==> src/rtl/d_issue_ctl_pkg.sv <==
// Shared definitions for the decode issue controller: state encoding, the
// hard-wired zero register and the default stall-counter width.
package d_issue_ctl_pkg;

    typedef enum logic [1:0] {
        ISSUE_RUN     = 2'd0,
        ISSUE_BR_WAIT = 2'd1
    } issue_state_t;

    localparam logic [4:0] REG_X0          = 5'd0;
    localparam int         STALL_CNT_W_DEF = 16;

endpackage

==> src/rtl/d_issue_ctl_scoreboard.sv <==
// Pending-write scoreboard: one busy bit per architectural register, with
// set-wins-over-clear on collisions and x0 never marked busy.
module d_scoreboard
    import d_issue_ctl_pkg::*;
(
    input  logic        clock,
    input  logic        reset,
    input  logic        set_en,
    input  logic [4:0]  set_sel,
    input  logic        clr_en,
    input  logic [4:0]  clr_sel,
    input  logic [4:0]  rd_a_sel,
    input  logic [4:0]  rd_b_sel,
    input  logic [4:0]  rd_d_sel,
    output logic        busy_a,
    output logic        busy_b,
    output logic        busy_d,
    output logic [31:0] busy_o
);

    logic [31:0] busy;
    logic [31:0] busy_nxt;

    always_comb begin
        busy_nxt = busy;
        if (clr_en)
            busy_nxt[clr_sel] = 1'b0;
        // Applied after the clear: the newly issued writer is younger.
        if (set_en && (set_sel != REG_X0))
            busy_nxt[set_sel] = 1'b1;
        busy_nxt[REG_X0] = 1'b0;
    end

    always_ff @(posedge clock or negedge reset) begin
        if (!reset)
            busy <= '0;
        else
            busy <= busy_nxt;
    end

    assign busy_a = busy[rd_a_sel];
    assign busy_b = busy[rd_b_sel];
    assign busy_d = busy[rd_d_sel];
    assign busy_o = busy;

endmodule

==> src/rtl/d_issue_ctl.sv <==
// Decode-stage issue controller: hazard-qualified issue, branch hold until
// execute resolves, saturating stall counter and a sticky branch-wait timeout.
//
//   state         | meaning
//   --------------+------------------------------------------------------
//   ISSUE_RUN     | normal issue, gated by scoreboard hazards and e_ready
//   ISSUE_BR_WAIT | branch issued; hold all issue until br_resolve
module d_issue_ctl
    import d_issue_ctl_pkg::*;
#(
    parameter int STALL_CNT_W = STALL_CNT_W_DEF,
    parameter int BR_TIMEOUT  = 64
) (
    input  logic                   clock,
    input  logic                   reset,
    input  logic                   f_valid,
    input  logic                   rd_a_en,
    input  logic                   rd_b_en,
    input  logic [4:0]             regA,
    input  logic [4:0]             regB,
    input  logic [4:0]             regD,
    input  logic                   w_en,
    input  logic                   is_branch,
    input  logic                   e_ready,
    input  logic                   wb_valid,
    input  logic [4:0]             wb_sel,
    input  logic                   br_resolve,
    output logic                   issue_o,
    output logic                   f_stall_o,
    output logic [31:0]            busy_o,
    output logic [1:0]             state_o,
    output logic [STALL_CNT_W-1:0] stall_cnt_o,
    output logic                   br_timeout_o
);

    localparam int             TO_W   = $clog2(BR_TIMEOUT + 1);
    localparam logic [TO_W-1:0] TO_MAX = TO_W'(BR_TIMEOUT);

    issue_state_t          state;
    issue_state_t          state_nxt;
    logic                  busy_a;
    logic                  busy_b;
    logic                  busy_d;
    logic                  raw;
    logic                  waw;
    logic [STALL_CNT_W-1:0] stall_cnt;
    logic [TO_W-1:0]       br_cnt;
    logic                  br_timeout;

    d_scoreboard u_scoreboard (
        .clock    (clock),
        .reset    (reset),
        .set_en   (issue_o & w_en),
        .set_sel  (regD),
        .clr_en   (wb_valid),
        .clr_sel  (wb_sel),
        .rd_a_sel (regA),
        .rd_b_sel (regB),
        .rd_d_sel (regD),
        .busy_a   (busy_a),
        .busy_b   (busy_b),
        .busy_d   (busy_d),
        .busy_o   (busy_o)
    );

    // Registered busy only: a consumer waits one cycle past its writeback.
    assign raw       = (rd_a_en & busy_a) | (rd_b_en & busy_b);
    assign waw       = w_en & busy_d;
    assign issue_o   = f_valid & e_ready & (state == ISSUE_RUN) & ~raw & ~waw;
    assign f_stall_o = f_valid & ~issue_o;

    always_comb begin
        state_nxt = state;
        case (state)
            ISSUE_RUN:     if (issue_o && is_branch) state_nxt = ISSUE_BR_WAIT;
            ISSUE_BR_WAIT: if (br_resolve)           state_nxt = ISSUE_RUN;
            default:                                 state_nxt = ISSUE_RUN;
        endcase
    end

    always_ff @(posedge clock or negedge reset) begin
        if (!reset)
            state <= ISSUE_RUN;
        else
            state <= state_nxt;
    end

    always_ff @(posedge clock or negedge reset) begin
        if (!reset)
            stall_cnt <= '0;
        else if (f_stall_o && (stall_cnt != '1))
            stall_cnt <= stall_cnt + 1'b1;
    end

    // Timeout is diagnostic only; the FSM keeps waiting for br_resolve.
    always_ff @(posedge clock or negedge reset) begin
        if (!reset) begin
            br_cnt     <= '0;
            br_timeout <= 1'b0;
        end else if ((state == ISSUE_BR_WAIT) && !br_resolve) begin
            if (br_cnt != TO_MAX)
                br_cnt <= br_cnt + 1'b1;
            if (br_cnt + 1'b1 == TO_MAX)
                br_timeout <= 1'b1;
        end else begin
            br_cnt <= '0;
        end
    end

    assign state_o      = state;
    assign stall_cnt_o  = stall_cnt;
    assign br_timeout_o = br_timeout;

endmodule

==> config.mk <==
export PLATFORM = sky130hd
export DESIGN_NAME = d_issue_ctl
export DESIGN_NICKNAME = d
export VERILOG_FILES = /design/src/rtl/d_issue_ctl_pkg.sv /design/src/rtl/d_issue_ctl_scoreboard.sv /design/src/rtl/d_issue_ctl.sv
export SDC_FILE = /design/constraint.sdc
export NUM_CORES = 1
export LEC_CHECK = 0
export ABC_AREA = 0
export ABC_CLOCK_PERIOD_IN_PS = 4450
export CAP_MARGIN = 20
export CORE_MARGIN = 8
export CORE_UTILIZATION = 56
export CTS_BUF_LIST = sky130_fd_sc_hd__clkbuf_4
export CTS_CLUSTER_DIAMETER = 150
export DETAILED_ROUTE_END_ITERATION = 6
export PLACE_DENSITY_LB_ADDON = 0.25
export SYNTH_ARGS = -nofsm -noshare
export SYNTH_HDL_FRONTEND = slang
export SYNTH_HIERARCHICAL = 1
export SYNTH_SLANG_ARGS = --single-unit
==> constraint.sdc <==
create_clock -name clock -period 4.45 [get_ports clock]
set_clock_uncertainty 0.1 [all_clocks]
set_input_delay 0.445 -clock clock [delete_from_list [all_inputs] [get_ports clock]]
set_output_delay 0.445 -clock clock [all_outputs]
set_load 0.02 [all_outputs]
; Word-level counts from Yosys, hierarchy flattened
; Cells that the tools add are included.
[totals]
reg_bits = 57
latch_bits = 0
ram_bits = 0
rom_bits = 0
input_bits = 30
output_inout_bits = 53
wordCells = 64
n_memories = 0
[op_classes]
n_addsub = 2
mul = 0
n_div = 0
magnitude_cmp = 6
eq_ne = 7
shift = 0
n_mux = 17
bitwise = 16
reduce_logical = 11
[ops]
columns = cell, count
row1 = two-way mux 32 bit, 2
row2 = bitwise AND 32 bit, 1
row3 = NOT 32 bit, 1
row4 = OR 32 bit, 1
row5 = < comparator 5 x 6 -> 1 bit (second input constant), 4
row6 = adder 16 x 1 -> 16 bit (second input constant), 1
row7 = != test 16 bit (second input constant), 1
row8 = binary-select mux 1 bit (select 5 bit), 3
row9 = two-way mux 7 bit, 2
row10 = demux 1 bit (select 5 bit), 2
row11 = >= comparator 5 x 1 -> 1 bit (second input constant), 2
row12 = bitwise AND 1 bit, 9
row13 = adder 7 x 1 -> 7 bit (second input constant), 1
row14 = equality test 7 bit (second input constant), 1
row15 = != test 7 bit (second input constant), 1
row16 = logical AND 1 bit, 6
row17 = two-way mux 1 bit, 5
row18 = nonzero test 5 bit, 1
row19 = two-way mux 2 bit, 2
row20 = != test 2 x 1 -> 1 bit (second input constant), 2
row21 = one-hot mux 2 bit (2 select lines), 1
row22 = AND reduction 2 bit, 2
row23 = NOT 1 bit, 3
row24 = equality test 2 x 1 -> 1 bit (second input constant), 1
row25 = other kinds (4), 4

; Depth between registers and ports, before layout
[logic_depth]
ltp_word = 10
ltp_mapped = 10
ltp_nobuf = 9

; Hierarchy
; Netlist, hierarchy kept.
[modules_own_cells]
columns = mod, instances, cells_each, area_each_um2, seq_area_each_um2
row1 = d_scoreboard, 1, 231, 2185.8, 775.7
row2 = d_issue_ctl, 1, 132, 1408.9, 625.6

; Least setup slack after synthesis
; OpenSTA, ideal clock, no wires.
[synth_timing]
kind = input to register
from = input port regB[0]
to = register u_scoreboard.busy[8], in the netlist u_scoreboard/busy_o[8]
setup_ns = 0.083
t_arrival_ns = 2.634
t_required_ns = 4.267
setup_slack_ns = 1.634
stages = 10
path_buffers = 1
cell_sequence = buf_6 > mux4_2 > nand2b_1 > o211ai_1 > nand4_1 > a22oi_1 > and4_1 > and3_1 > or3b_2 > o21ai_0
[synth_between]
elab_chain_len = 10
[synth_lines]
columns = element, line_no
row1 = "start, declared", d_issue_ctl.sv:20  ; input logic [4:0] regB,
row2 = binary-select mux 1 bit (select 5 bit), d_issue_ctl_scoreboard.sv:42  ; assign busy_b = busy[rd_b_sel];
row3 = two-way mux 1 bit (not written as such), d_issue_ctl_scoreboard.sv:42
row4 = named net busy_b, d_issue_ctl.sv:42  ; logic busy_b;
row5 = bitwise AND 1 bit, d_issue_ctl.sv:67  ; assign raw = (rd_a_en & busy_a) | (rd_b_en & busy_b);
row6 = OR 1 bit, d_issue_ctl.sv:67
row7 = NOT 1 bit, d_issue_ctl.sv:69  ; assign issue_o = f_valid & e_ready & (state == ISSUE_RUN) & ~raw & ~waw;
row8 = bitwise AND 1 bit (2 in a row), d_issue_ctl.sv:69
row9 = bitwise AND 1 bit, d_issue_ctl.sv:53  ; .set_en (issue_o & w_en),
row10 = logical AND 1 bit, d_issue_ctl_scoreboard.sv:29  ; if (set_en && (set_sel != REG_X0))
row11 = two-way mux 32 bit, d_issue_ctl_scoreboard.sv:29
row12 = named net u_scoreboard.busy_nxt[8], d_issue_ctl_scoreboard.sv:22  ; logic [31:0] busy_nxt;
row13 = "end signal, assigned", d_issue_ctl_scoreboard.sv:38  ; busy <= busy_nxt;
row14 = "end, declared", d_issue_ctl_scoreboard.sv:21  ; logic [31:0] busy;
; The timed path passes the listed nets, and every way through them passes these cells. The select of a mux whose other input is x is not followed.
; A chain may end at the register's enable or synchronous reset.

; Worst setup path in the final report
[layout_timing]
from = input port regD[0]
to = output port issue_o
[layout_between]
elab_chain_len = 5
[layout_lines]
columns = element, line_no
row1 = "start, declared", d_issue_ctl.sv:21  ; input logic [4:0] regD,
row2 = binary-select mux 1 bit (select 5 bit), d_issue_ctl_scoreboard.sv:43  ; assign busy_d = busy[rd_d_sel];
row3 = two-way mux 1 bit (not written as such), d_issue_ctl_scoreboard.sv:43
row4 = named net busy_d, d_issue_ctl.sv:43  ; logic busy_d;
row5 = bitwise AND 1 bit, d_issue_ctl.sv:68  ; assign waw = w_en & busy_d;
row6 = NOT 1 bit, d_issue_ctl.sv:69
row7 = bitwise AND 1 bit, d_issue_ctl.sv:69
row8 = "end, declared", d_issue_ctl.sv:28  ; output logic issue_o,
; The timed path passes the listed nets, and every way through them passes these cells. The select of a mux whose other input is x is not followed.

==> results.md <==
- The most common cell in the synthesized netlist is sky130_fd_sc_hd__o21ai_0.
- The netlist area before placement is 0.00359 mm^2.
- The net count of the finished layout is 472.
- The proportion of power drawn by flip-flops and latches is 0.471.
- The post-synthesis net count is 397.
- In this run the deepest clock path goes through 2 buffers.
- The DRC marker count from the first detailed-route iteration is 314.
- The max-capacitance violation count is 0.
- Of the total power, combinational logic draws 0.335.
- The class of the worst hold path is input pin to async pin.
- In the synthesized netlist the async set-or-reset flop fraction comes to 1.00.
- CTS built an H-tree with a depth of 2.
- From synthesis to final layout, the design area changed by 24.3%.
- The period utilization is 0.878.
- The arrival time of data at the critical path endpoint is 3.36 ns.
- The leakage power of the design is 1.83 nW.
- STA classifies the critical path endpoint as an output pin.
- The quantity of hold-fixing buffers added after cts is 0.
- The required time at the worst-slack endpoint is 3.90 ns.
- The number of antenna violations at the first check in global routing came to 0.
- The total via count in the routed design is 3311.
- The share of synthesized area in the top cell type comes to 0.390.
- Setup repair after global routing left no endpoint under its margin.
- VDD sags by at most 0.370 mV.
- The total design power is 1.45 mW.
- The synthesized area per cell is 9.90 um^2.
- The clock tree root driver cell is sky130_fd_sc_hd__clkbuf_4.
- Counting I/O delays and the setup requirement, the final critical path takes 3.91 ns.
- Setup violations remaining at the end of the flow were counted as 0.
- The total global routing track utilization is 0.232.
- The number of cells produced by synthesis is 363.
- TritonCTS built the clock tree.
- Counting cells, the worst reg-to-reg path comes to 9.
- The area taken by flip-flops and latches is 0.00140 mm^2.
- Setup total negative slack on the finished layout was measured at 0 ns.
- The core region is 0.00628 mm^2.
- The number of distinct library cells after synthesis is 44.
- The layout cell share with drive strength beyond 1 is 0.0797.
- STA classifies the critical path startpoint as an input pin.
- After detailed routing, the number of vias per cell comes to 6.42.
- The full die area is 0.00924 mm^2.
- After legalization and detailed placement, the total HPWL measured 7.58 mm.
- The startpoint of the worst-slack reg-to-reg timing path is u_scoreboard/busy_o[22].
- The sequential-to-total area share from yosys stat is 0.390.
- The switching power share of the total is 0.359.
- The most used flip-flop cell after synthesis is sky130_fd_sc_hd__dfrtp_1.
- At the end of routability-driven placement, the weighted congestion stood at 0.879.
- In this run, synthesis produced a sequential element count of 56.
- The total internal power is 0.929 mW.
- The total overflow left after global routing is 0.
- The final number of hold-violating endpoints is 0.
- The flow ran to the end, and the final reports show no timing, DRC or antenna violations.
- The number of gates resized after CTS is 0.
- In this run the tool buffered the top-level ports with 80 buffer cells.
- The first global-routing pass estimated 16.8 mm of wire.
- The worst register-to-register path ends at u_scoreboard/busy_o[28].
- The maximum fanout along the worst path is 11.
- The later-pin clock latency in the skew report is 0.38 ns.
- The part of the power in the clock network is 0.194.
- The dominant cell type by area after synthesis is sky130_fd_sc_hd__dfrtp_1.
- The slew at the pin with the worst max-slew slack is 0.733 ns.
- The remaining antenna violation count after routing is 0.
- Counting instances in the post-synthesis netlist gives the leading cell types as 64 x sky130_fd_sc_hd__o21ai_0, 56 x sky130_fd_sc_hd__dfrtp_1, 28 x sky130_fd_sc_hd__mux2i_1.
- From bottom edge to top edge, the die measures 96.1 um.
- The post-route worst hold slack is 0.0848 ns.
- The initial core utilization is 0.573.
- The total CTS buffers is 5.
- At the end of the flow the core is filled with cells to 0.712.
- The multi-input combinational cells in the finished layout cover a total of 0.00204 mm^2.
- Entering global routing, the biggest net connects 57 pins.
- The overall routed net length is 10.3 mm.
- The number of global-route vias before repair is 3279.
- The number of placement rows is 29.
- The average wire per cell in the routed design is 20.0 um.
- The number of pins with negative max-slew slack in the final report came to 0.
- Summing all placed instances gives a cell area of 0.00439 mm^2.
- The finished cells cover 0.00447 mm^2.
- Measured along the x axis, the die boundary spans 96.1 um.
- In this run, synthesis inferred 0 flip-flops with an integrated enable.
- The relative slew slack is 0.508.
- Summed over all nets, the switching power comes to 0.520 mW.
- The number of setup buffers added after CTS is 0.
- The total number of yosys warnings is 6.
- The number of optimization iterations in the first detailed-route pass is 5.
- In the post-synthesis netlist, the biggest area contributors are sky130_fd_sc_hd__dfrtp_1 39%, sky130_fd_sc_hd__o21ai_0 8.9%, sky130_fd_sc_hd__mux2i_1 7.8%.
- The number of antenna diodes is 0.
- The clock drives 56 sinks.
- The minimum setup slack among reg-to-reg paths is 1.33 ns.
- Based on the critical path, the design can be clocked at up to 256 MHz.
- The final-layout fill cell count is 481.
- The category of the critical setup timing path is input pin to output pin.
- Clock-pin slew was measured on the worst setup and hold paths at 0.15 ns.
- For this design the ratio of total power to cell area is 324 mW/mm^2.
- 83 I/O pins were placed.
- For this run, design rule violations remaining after detail routing come to 0.
[through the flow]
stage               instances  worst slack (ns)
finish                    516             0.543
global route              516             0.362
CTS                       516             0.538
detailed placement        508             0.545
global placement          508             0.612
floorplan                 363              1.63
[power groups by stage]
stage	registers, mW	logic [mW]	clock network, mW
finish	0.683	0.486	0.280
global route	0.696	0.521	0.302
CTS	0.679	0.488	0.284
detailed placement	0.687	0.486	0
global placement	0.685	0.476	0
floorplan	0.740	0.191	0
[placed cells by master (no fill, tap or decap), drive strengths merged, types with 5 or more instances in the layout]
cell,count
nor3,5
clkbuf,5
nand2b,8
nand4,10
nand3b,10
xor2,14
nor2b,6
a21oi,11
o21ai,64
nand2,15
inv,10
clkdlybuf4s50,79
nor2,22
nand3,22
dfrtp,56
mux2i,28
a22oi,7
nor4,8
mux4,9
[cells by family after synthesis]
kind of cell | after synthesis | share of synthesized area
mux | 40 | 0.148
buf+inv | 24 | 0.0421
fa+ha+maj | 4 | 0.0139
flops | 56 | 0.390
other cells | 2 | 0.00209
simple gates | 123 | 0.205
compound gates | 96 | 0.155
xor+xnor | 18 | 0.0439
[worst max-delay path, stage by stage]
cell                              delay [ns]
sky130_fd_sc_hd__clkdlybuf4s50_1        0.73
sky130_fd_sc_hd__mux4_2                 0.56
sky130_fd_sc_hd__nand2b_1               0.15
sky130_fd_sc_hd__o211ai_1               0.11
sky130_fd_sc_hd__nand4_1                0.12
sky130_fd_sc_hd__a22oi_1                0.23
sky130_fd_sc_hd__and4_1                 0.25
sky130_fd_sc_hd__and2_1                 0.15
sky130_fd_sc_hd__clkdlybuf4s50_1        0.61
[worst max-delay path by stage]
| stage | cells after the start | slack [ns] | end | from |
|---|---|---|---|---|
| global route | 9 | 0.36 | issue_o | regD[0] |
| detailed placement | 9 | 0.54 | issue_o | regD[0] |
| global placement | 9 | 0.61 | issue_o | regD[0] |
| floorplan | 10 | 1.63 | u_scoreboard/busy_o[8] | regB[0] |
| CTS | 9 | 0.54 | issue_o | regD[0] |
| finish | 9 | 0.54 | issue_o | regD[0] |
[area by class of cell]
class,instances,area share
Tap cell,77,0.0216
Inverter,10,0.00840
Timing Repair Buffer,82,0.181
Multi-Input combinational cell,283,0.457
Clock buffer,5,0.00840
Clock inverter,3,0.00952
Sequential cell,56,0.314
[flip-flops by register name, indices dropped and copies added, names as in the netlist]
| register | count |
|---|---|
| br_timeout_o | 1 |
| u_scoreboard/busy_o | 31 |
| stall_cnt_o | 16 |
| br_cnt | 7 |
| state_o | 1 |
[routing by layer]
layer | vias to the layer above | global-route usage | share of wire
li1 | 1506 | - | -
met1 | 1624 | 0.308 | 0.41
met2 | 167 | 0.363 | 0.47
met3 | 14 | 0.0608 | 0.10
met4 | 0 | 0.0653 | 0.013
met5 | - | 0 | 0
Power figures use the tool's default switching activity.
